## src/rtl/sha_256_pkg.sv

```systemverilog
// Shared types and constants for the SHA-256 message padder.
// Holds the padder FSM states, pad-generator modes and the length-field helper.
package sha_256_pkg;

  localparam int         BLOCK_BYTES = 64;
  localparam int         LEN_OFFSET  = 56;
  localparam logic [7:0] PAD_BYTE    = 8'h80;

  typedef enum logic [2:0] {
    IDLE,
    FILL,
    PAD,
    XTRA,
    ISSUE,
    WAIT
  } state_t;

  // PM_SHORT: pad+length fit, PM_SPILL: pad only, PM_FULL: untouched,
  // PM_XTRA_PAD / PM_XTRA_LEN: fresh trailing block with / without the pad byte.
  typedef enum logic [2:0] {
    PM_SHORT,
    PM_SPILL,
    PM_FULL,
    PM_XTRA_PAD,
    PM_XTRA_LEN
  } pad_mode_t;

  function automatic logic [63:0] len_field(input logic [31:0] byte_cnt);
    return {29'b0, byte_cnt, 3'b0};
  endfunction

endpackage

```

## src/rtl/sha_256_pad_gen.sv

```systemverilog
// Combinational pad/length insertion for one 512-bit block.
// Byte k of the block sits at bits [511-8k -: 8].
module sha_256_pad_gen
  import sha_256_pkg::*;
(
  input  logic [511:0] i_block,
  input  logic [6:0]   i_p,
  input  logic [31:0]  i_byte_cnt,
  input  pad_mode_t    i_mode,
  output logic [511:0] o_block
);

  logic [63:0] w_len;

  assign w_len = len_field(i_byte_cnt);

  always_comb begin
    o_block = i_block;
    for (int k = 0; k < BLOCK_BYTES; k++) begin
      if (k >= LEN_OFFSET && i_mode != PM_SPILL && i_mode != PM_FULL) begin
        o_block[511-8*k -: 8] = w_len[63-8*(k-LEN_OFFSET) -: 8];
      end else begin
        case (i_mode)
          PM_SHORT, PM_SPILL: begin
            if (7'(k) == i_p)
              o_block[511-8*k -: 8] = PAD_BYTE;
            else if (7'(k) > i_p)
              o_block[511-8*k -: 8] = 8'h00;
          end
          PM_XTRA_PAD: o_block[511-8*k -: 8] = (k == 0) ? PAD_BYTE : 8'h00;
          PM_XTRA_LEN: o_block[511-8*k -: 8] = 8'h00;
          default: ;
        endcase
      end
    end
  end

endmodule

```

## src/rtl/sha_256_padder.sv

```systemverilog
// SHA-256 byte-stream padder: packs bytes into 512-bit blocks, appends pad and
// length, and hands each block to the hash core with a start/done handshake.
//
// state | meaning
// IDLE  | waiting for the first byte of a message
// FILL  | collecting bytes into the current block
// PAD   | one cycle: insert pad byte / length into the current block
// XTRA  | one cycle: build the trailing zero+length block
// ISSUE | one-cycle block_start to the hash core
// WAIT  | block held stable until hash_ready
module sha_256_padder
  import sha_256_pkg::*;
(
  input  logic         clk,
  input  logic         rstn,
  input  logic         in_valid,
  input  logic [7:0]   in_data,
  input  logic         in_last,
  output logic         in_ready,
  output logic [511:0] block_data,
  output logic         block_start,
  input  logic         hash_ready,
  output logic         msg_done,
  output logic         busy
);

  state_t       r_state;
  state_t       w_next_state;
  logic [5:0]   r_idx;
  logic [6:0]   r_p;
  logic [31:0]  r_byte_cnt;
  logic [511:0] r_block;
  logic         r_final;
  logic         r_extra;
  logic         r_owed;
  logic         r_msg_done;

  logic         w_accept;
  logic [511:0] w_block_wr;
  logic [511:0] w_pad_block;
  pad_mode_t    w_pad_mode;

  assign w_accept = in_valid && in_ready;

  always_comb begin
    w_block_wr = r_block;
    for (int k = 0; k < BLOCK_BYTES; k++) begin
      if (6'(k) == r_idx)
        w_block_wr[511-8*k -: 8] = in_data;
    end
  end

  always_comb begin
    if (r_state == XTRA)
      w_pad_mode = r_owed ? PM_XTRA_PAD : PM_XTRA_LEN;
    else if (r_p <= 7'(LEN_OFFSET - 1))
      w_pad_mode = PM_SHORT;
    else if (r_p == 7'(BLOCK_BYTES))
      w_pad_mode = PM_FULL;
    else
      w_pad_mode = PM_SPILL;
  end

  sha_256_pad_gen u_pad_gen (
    .i_block    (r_block),
    .i_p        (r_p),
    .i_byte_cnt (r_byte_cnt),
    .i_mode     (w_pad_mode),
    .o_block    (w_pad_block)
  );

  always_ff @(posedge clk or negedge rstn) begin
    if (!rstn)
      r_state <= IDLE;
    else
      r_state <= w_next_state;
  end

  always_comb begin
    w_next_state = r_state;
    case (r_state)
      IDLE: begin
        if (w_accept)
          w_next_state = in_last ? PAD : FILL;
      end
      FILL: begin
        if (w_accept) begin
          if (in_last)
            w_next_state = PAD;
          else if (r_idx == 6'(BLOCK_BYTES - 1))
            w_next_state = ISSUE;
        end
      end
      PAD:   w_next_state = ISSUE;
      XTRA:  w_next_state = ISSUE;
      ISSUE: w_next_state = WAIT;
      WAIT: begin
        if (hash_ready) begin
          if (r_final)
            w_next_state = IDLE;
          else if (r_extra)
            w_next_state = XTRA;
          else
            w_next_state = FILL;
        end
      end
      default: w_next_state = IDLE;
    endcase
  end

  always_comb begin
    in_ready    = rstn && (r_state == IDLE || r_state == FILL);
    block_start = (r_state == ISSUE);
    busy        = (r_state != IDLE);
    msg_done    = r_msg_done;
    block_data  = r_block;
  end

  always_ff @(posedge clk or negedge rstn) begin
    if (!rstn) begin
      r_idx      <= '0;
      r_p        <= '0;
      r_byte_cnt <= '0;
      r_block    <= '0;
      r_final    <= 1'b0;
      r_extra    <= 1'b0;
      r_owed     <= 1'b0;
      r_msg_done <= 1'b0;
    end else begin
      r_msg_done <= 1'b0;
      case (r_state)
        IDLE: begin
          r_final <= 1'b0;
          r_extra <= 1'b0;
          r_owed  <= 1'b0;
          if (w_accept) begin
            r_block    <= w_block_wr;
            r_idx      <= r_idx + 6'd1;
            r_p        <= {1'b0, r_idx} + 7'd1;
            r_byte_cnt <= 32'd1;
          end else begin
            r_idx      <= '0;
            r_byte_cnt <= '0;
          end
        end
        FILL: begin
          if (w_accept) begin
            r_block    <= w_block_wr;
            r_idx      <= r_idx + 6'd1;
            r_p        <= {1'b0, r_idx} + 7'd1;
            r_byte_cnt <= r_byte_cnt + 32'd1;
          end
        end
        PAD: begin
          r_block <= w_pad_block;
          if (w_pad_mode == PM_SHORT) begin
            r_final <= 1'b1;
          end else begin
            r_extra <= 1'b1;
            r_owed  <= (w_pad_mode == PM_FULL);
          end
        end
        XTRA: begin
          r_block <= w_pad_block;
          r_final <= 1'b1;
          r_extra <= 1'b0;
          r_owed  <= 1'b0;
        end
        WAIT: begin
          // idx must be 0 on every exit, including a back-to-back first byte in IDLE
          if (hash_ready) begin
            r_idx <= '0;
            if (r_final)
              r_msg_done <= 1'b1;
          end
        end
        default: ;
      endcase
    end
  end

endmodule
```

## config.mk

```make
export PLATFORM = sky130hd
export DESIGN_NAME = sha_256_padder
export DESIGN_NICKNAME = d
export VERILOG_FILES = /design/src/rtl/sha_256_pkg.sv /design/src/rtl/sha_256_pad_gen.sv /design/src/rtl/sha_256_padder.sv
export SDC_FILE = /design/constraint.sdc
export NUM_CORES = 1
export LEC_CHECK = 0
export CAP_MARGIN = 10
export CORE_UTILIZATION = 40
export DETAILED_ROUTE_END_ITERATION = 6
export PLACE_DENSITY = 0.73
export SKIP_LAST_GASP = 1
export SLEW_MARGIN = 20
export SYNTH_ARGS = -nofsm -noshare
export SYNTH_HDL_FRONTEND = slang
export SYNTH_SLANG_ARGS = --single-unit
```

## constraint.sdc

```tcl
create_clock -name clk -period 2.4 [get_ports clk]
set_input_delay 0.36 -clock clk [delete_from_list [all_inputs] [get_ports clk]]
set_output_delay 0.36 -clock clk [all_outputs]
set_load 0.005 [all_outputs]
```

-- Word level (Yosys, flattened, before mapping)
Index checks and enable logic that the tools add are counted.
- input port bits: 13
- bits in registers: 564
- output and inout bits: 516
- logic and storage cells: 801
- reductions and logical operators: 89
- multiplexer cells: 295
- $add $sub $neg: 3
- $lt $le $gt $ge: 65
- equality and inequality tests: 277
- operator list (cell ; number):
    $mux W8 ; 200
    $pmux W512 S2 ; 1
    $pmux W8 S2 ; 63
    $mux W512 ; 1
    $reduce_and A5 Y1 ; 64
    $eq A6 B7 Y1 const A ; 32
    $gt A6 B7 Y1 const A ; 32
    $ne A4 B2 Y1 const B ; 56
    $eq A6 B6 Y1 const A ; 32
    $ne A2 B1 Y1 const B ; 65
    $eq A5 B7 Y1 const A ; 16
    $gt A5 B7 Y1 const A ; 16
    $eq A5 B6 Y1 const A ; 16
    $pmux W32 S2 ; 1
    $eq A4 B7 Y1 const A ; 8
    $gt A4 B7 Y1 const A ; 8
    $eq A4 B6 Y1 const A ; 8
    $ne A5 B2 Y1 const B ; 8
    $add A32 B1 Y32 const B ; 1
    $mux W32 ; 1
    $eq A3 B7 Y1 const A ; 4
    $gt A3 B7 Y1 const A ; 4
    $eq A3 B6 Y1 const A ; 4
    $pmux W8 S3 ; 1
    other kinds (38) ; 87

-- Longest topological paths before layout
- word-level depth: 9
- gate-level depth with buffers: 9
- mapped depth without buffers: 7

-- Hierarchy
Synthesis repeated with hierarchy kept, for this count alone.
- cell total of the unflattened synthesis: 3563
- area total of the unflattened synthesis: 32039.5 sq um
- modules (own cells, without submodules) (module ; seq. area each (sq um) ; cells an instance ; area an instance (sq um) ; instances):
    sha_256_padder ; 14113.5 ; 2700 ; 26761.9 ; 1
    sha_256_pad_gen ; 0.0 ; 863 ; 5277.6 ; 1

-- Worst setup path before layout
Ideal clock, no wire load.
- path type: flip-flop to flip-flop
- from: reg r_idx[0]
- to: reg r_block[352] (netlist: block_data[352])
- data required time: 2275 ps
- data arrival time: 2497 ps
- library setup time: 125 ps
- path buffers: 1
- path slack: -222 ps
- stages on the path, launching flop included: 7
- clock period less this slack: 2622 ps
- cell sequence: dfrtp_1 ha_1 clkbuf_1 or4b_1 or3b_1 a211oi_4 mux2_2
- word-level cells in the longest chain between the ends: 3
- ends and longest elaborated chain (what ; line ; RTL):
    start: declaration ; sha_256_padder.sv:29 ; logic [5:0] r_idx;
    start signal: assignment ; sha_256_padder.sv:138 ; r_idx <= r_idx + 6'd1;
    start signal: assignment ; sha_256_padder.sv:149 ; r_idx <= r_idx + 6'd1;
    $eq A5 B6 Y1 ; sha_256_padder.sv:48 ; if (6'(k) == r_idx)
    $ne A2 B1 Y1 (no line) ; -- ;
    $reduce_and A5 Y1 (no line) ; -- ;
    end signal: assignment ; sha_256_padder.sv:137 ; r_block <= w_block_wr;
    end signal: assignment ; sha_256_padder.sv:148 ; r_block <= w_block_wr;
    end signal: assignment ; sha_256_padder.sv:155 ; r_block <= w_pad_block;
    end: declaration ; sha_256_padder.sv:32 ; logic [511:0] r_block;
No other way between the ends.
A chain may end at the register's enable or synchronous reset.

-- Final worst setup path
- from: reg r_state[2]
- to: reg r_block[355] (netlist: block_data[355])
- word-level cells in the longest chain between the ends: 6
- elaborated cells between the ends (all ways): 24
- those cells by class: eq/ne (10); mux (3); reduce/logical (11)
- ends and longest elaborated chain (what ; line ; RTL):
    start: declaration ; sha_256_padder.sv:27 ; state_t r_state;
    start signal: assignment ; sha_256_padder.sv:76 ; r_state <= w_next_state;
    $eq A3 B2 Y1, or another cell as far along ; sha_256_padder.sv:54, sha_256_padder.sv:131 ;
    $mux W3 or $logic_or A1 B1 Y1 (tied branches) ; sha_256_padder.sv:54, sha_256_padder.sv:112 ;
    $eq A3 B1 Y1, or another cell as far along ; sha_256_pad_gen.sv:23 ; case (i_mode)
    $reduce_or A2 Y1, or another cell as far along ; sha_256_pad_gen.sv:23 ;
    $ne A4 B2 Y1 (no line), or another cell as far along ; -- ;
    $reduce_and A5 Y1 (no line) or $pmux W512 S2 (tied branches) ; -- ;
Parallel ways exist; a longest one is shown, timed or not.

==> results.toml <==
[global_route]
antenna_found_initial = 0
grt_pass1_vias = 21173
grt_max_degree = 173
grt_overflow = 0
grt_first_pass_wirelength_mm = 143.3
grt_use_total_pct = 30.70

[timing]
finalSetupViolCount = 78
hold_viol = 0
final_max_slew_viol_count = 0
setup_ws_ps = -104.4
skew_ps = 35.89
min_period_ps = 2504
worst_pin_slew_ps = 1047
slew_headroom_pct = 30.21
hold_slack_ps = 136.8
rsz0062_at_grt = "true"
clock.fmax_ghz = 0.3993
finalCritPeriodShare_pct = 104.3

[pwr]
power_density_nw_per_um2 = 1313
ir_worst_vdd_mv = 0.9206
power.leakage_nw = 16.17

[floorplanning]
coreArea_um2 = 60700
rows = 90
die_area_um2 = 62780
initial_utilization_pct = 40.72
die_y_um = 250.6
ios = 529
die_x_um = 250.6

[cts]
h-tree-depth = 2
clk_pin_slew_ps = 70
numCtsBuffers = 59
clockBufferDepth = 3
clkSinkCount = 564
insertion_delay_ps = 640
root_buffer = "clkbuf_16"
cts_tree = "built"

[logic_synthesis]
synth_flop_cell = "dfrtp_1"
avgSynthCellArea_um2 = 12.16
synthesis.nets = 2050
synth-compound-area-share_pct = 9.812
synth_most_common_cell = "dfrtp_1"
synth-adder-area-share_pct = 0.2532
synth-edff-count = 0
ys_ff_latch = 564
yosysSeqAreaShare_pct = 57.11
synth_warnings = 0
synthArstFlopShare_pct = 100.0
synth_mux_area_share_pct = 18.91
synth_commonest_cells = "564 x dfrtp_1, 370 x mux2_2, 182 x o21ai_0"
synthSimpleGateAreaFrac_pct = 9.908
synth_top_family_by_area = "multiplexers"
syn_area_um2 = 24710
synth_cells = 2032
synth_top_area_cell = "dfrtp_1"
synth_xor_xnor_area_share_pct = 0.8506
yosysTopAreaCellShare_pct = 57.11
synth_area_leaders = "dfrtp_1 57%, mux2_2 17%, o21ai_0 3.7%"
ys_types = 93

[outcome]
status = "finished with violations"
violations = "setup timing"

[drt]
drc = 0
antenna_left = 0
drt-total-wl_mm = 97.52
wire_per_inst_um = 26.54
via_per_inst = 5.556
dr.pass1.iters = 5
vias = 20414
drtIter0Drc = 1544

[final_layout]
layout.nets = 2861
fill_cells = 4644
regArea_um2 = 14120
final_area_um2 = 37130
multi_input_area_um2 = 10720
drive_gt1_share_pct = 34.80
utilization_pct = 61.18
area_delta_synth_final_pct = 50.26

[worst_setup_path]
cp_top_family = "simple AND/OR/NAND/NOR gates"
crit_buf_inv = 3
slowest_delay_ps = 510
worst-path-max-fanout = 5
r2r-start = "r_state[2]"
crit_path_frequent_cell = "buf_6"
rrSetupSlack_ps = -100
worstSetupStartpoint = "r_state[2]"
required_ps = 2920
timing.critical_path.slowest_stage_cell = "or4b_4"
crit_chain = "buf_6 > or4b_4 > or3b_4 > a211oi_4 > buf_6 > buf_12 > mux2_4"
crit_arrival_ps = 3030
cp-start-kind = "flip-flop"
worstSetupPathType = "reg2reg"
worstSetupEndpointType = "flip-flop"

[flow_run]
drv_cap = 0

[placement]
io_buffers = 528
place_hpwl_mm = 68.91
dpl-instance-area_um2 = 33500
gp_congestion = 0.9494
dp_slack_ps = -482.3

[worst_hold_path]
hp-class = "in2async"
-- cell type report --
cell class | count | share of cell area (%)
well taps | 782 | 2.635
inverters | 34 | 0.3504
clock buffers | 78 | 4.438
flip-flops and latches | 564 | 38.03
diodes | 1 | 0.006739
repair buffers | 898 | 24.56
multi-input cells | 1286 | 28.88
clock inverters | 31 | 1.095
-- worst register-to-register path: cells and delay by family (launching register included) --
| kind | cells | cell delay (ps) |
|---|---|---|
| mux | 1 | 320 |
| flops | 1 | 420 |
| simple gates | 2 | 940 |
| compound gates | 1 | 250 |
| buf+inv | 3 | 470 |
-- cell usage in the layout (no fill, tap or decap), types with 8 or more instances in the layout --
cell and n:
nand2_1 170, nor3_2 10, and3_1 11, nand3_1 29, and2_1 9, nor2b_1 12
nand4_1 19, buf_4 256, xor2_1 16, nor3_1 15, buf_6 40, nor3_4 8
nor2_1 69, o21ai_0 175, clkbuf_1 9, clkinv_2 14, o31ai_1 10, buf_12 69
a31oi_1 26, o21ai_1 10, a21oi_1 75, mux2i_1 24, clkdlybuf4s50_1 524, inv_1 31
clkbuf_16 60, xnor2_1 8, dfrtp_1 557, a21oi_2 11, mux2_2 296, clkbuf_8 10
mux2_4 91
-- kinds of logic (layout without fill, tap and decap cells) --
family | Yosys count | in the layout
xor gates and xnor gates | 24 | 24
adders and majority gates | 5 | 5
muxes | 412 | 412
DFF | 564 | 564
buffers and inverters | 183 | 1041
AOI/OAI and AO/OA | 387 | 387
and+or+nand+nor | 457 | 458
other | 0 | 1
-- state kept, by name, indices dropped and copies added, names as in the netlist --
register / flops
msg_done: 1
block_data: 512
r_byte_cnt: 32
r_idx: 6
r_p: 7
r_owed: 1
r_extra: 1
r_final: 1
r_state: 3
-- metal layers --
layer / vias to the layer above / GRT usage (%) / wire length, µm
met5: - / 0 / 0
met1: 10502 / 40.73 / 40960
met4: 0 / 12.22 / 3905
met2: 857 / 48.78 / 45500
li1: 8862 / - / -
met3: 193 / 6.942 / 7150
-- stage by stage --
step                      cells  setup TNS (ps)  power, W
after floorplan            2032          -454.9   0.02307
after CTS                  3644           -1604   0.04775
after global routing       3673           -5691   0.05087
after detailed placement   3508          -91770   0.03730
after global placement     3508          -74630   0.03678
final                      3674           -2431   0.04877
-- power by group --
group	total [W]	internal (W)	switching [W]	leakage [nW]
sequential	0.0159	0.0135	0.00243	7.14
combinational	0.0233	0.0133	0.00999	8.03
clock	0.00963	0.00561	0.00401	1.01
total	0.0488	0.0323	0.0164	16.2
-- what timing repair did --
| action | 4_1_cts | 5_1_grt |
|---|---|---|
| endpoints found under the setup margin | 337 | 388 |
| buffers inserted | 23 | 28 |
| pin swaps | 21 | 40 |
| resized for setup | 90 | 156 |
| cloned | 3 | 3 |
| hold buffers | 1 | 0 |
| endpoints found under the hold margin | 78 | 0 |
-- final timing paths --
| kind | end | cells after the start |
|---|---|---|
| worst min-delay path | r_state[0] | 2 |
| worst max register to register | block_data[355] | 7 |
| worst max-delay path | block_data[355] | 7 |
| min in group clk | msg_done | 3 |
| max in group asynchronous | block_data[485] | 4 |
| worst min register to register | block_data[247] | 2 |
Note: power is estimated with default switching activity, not from simulation.
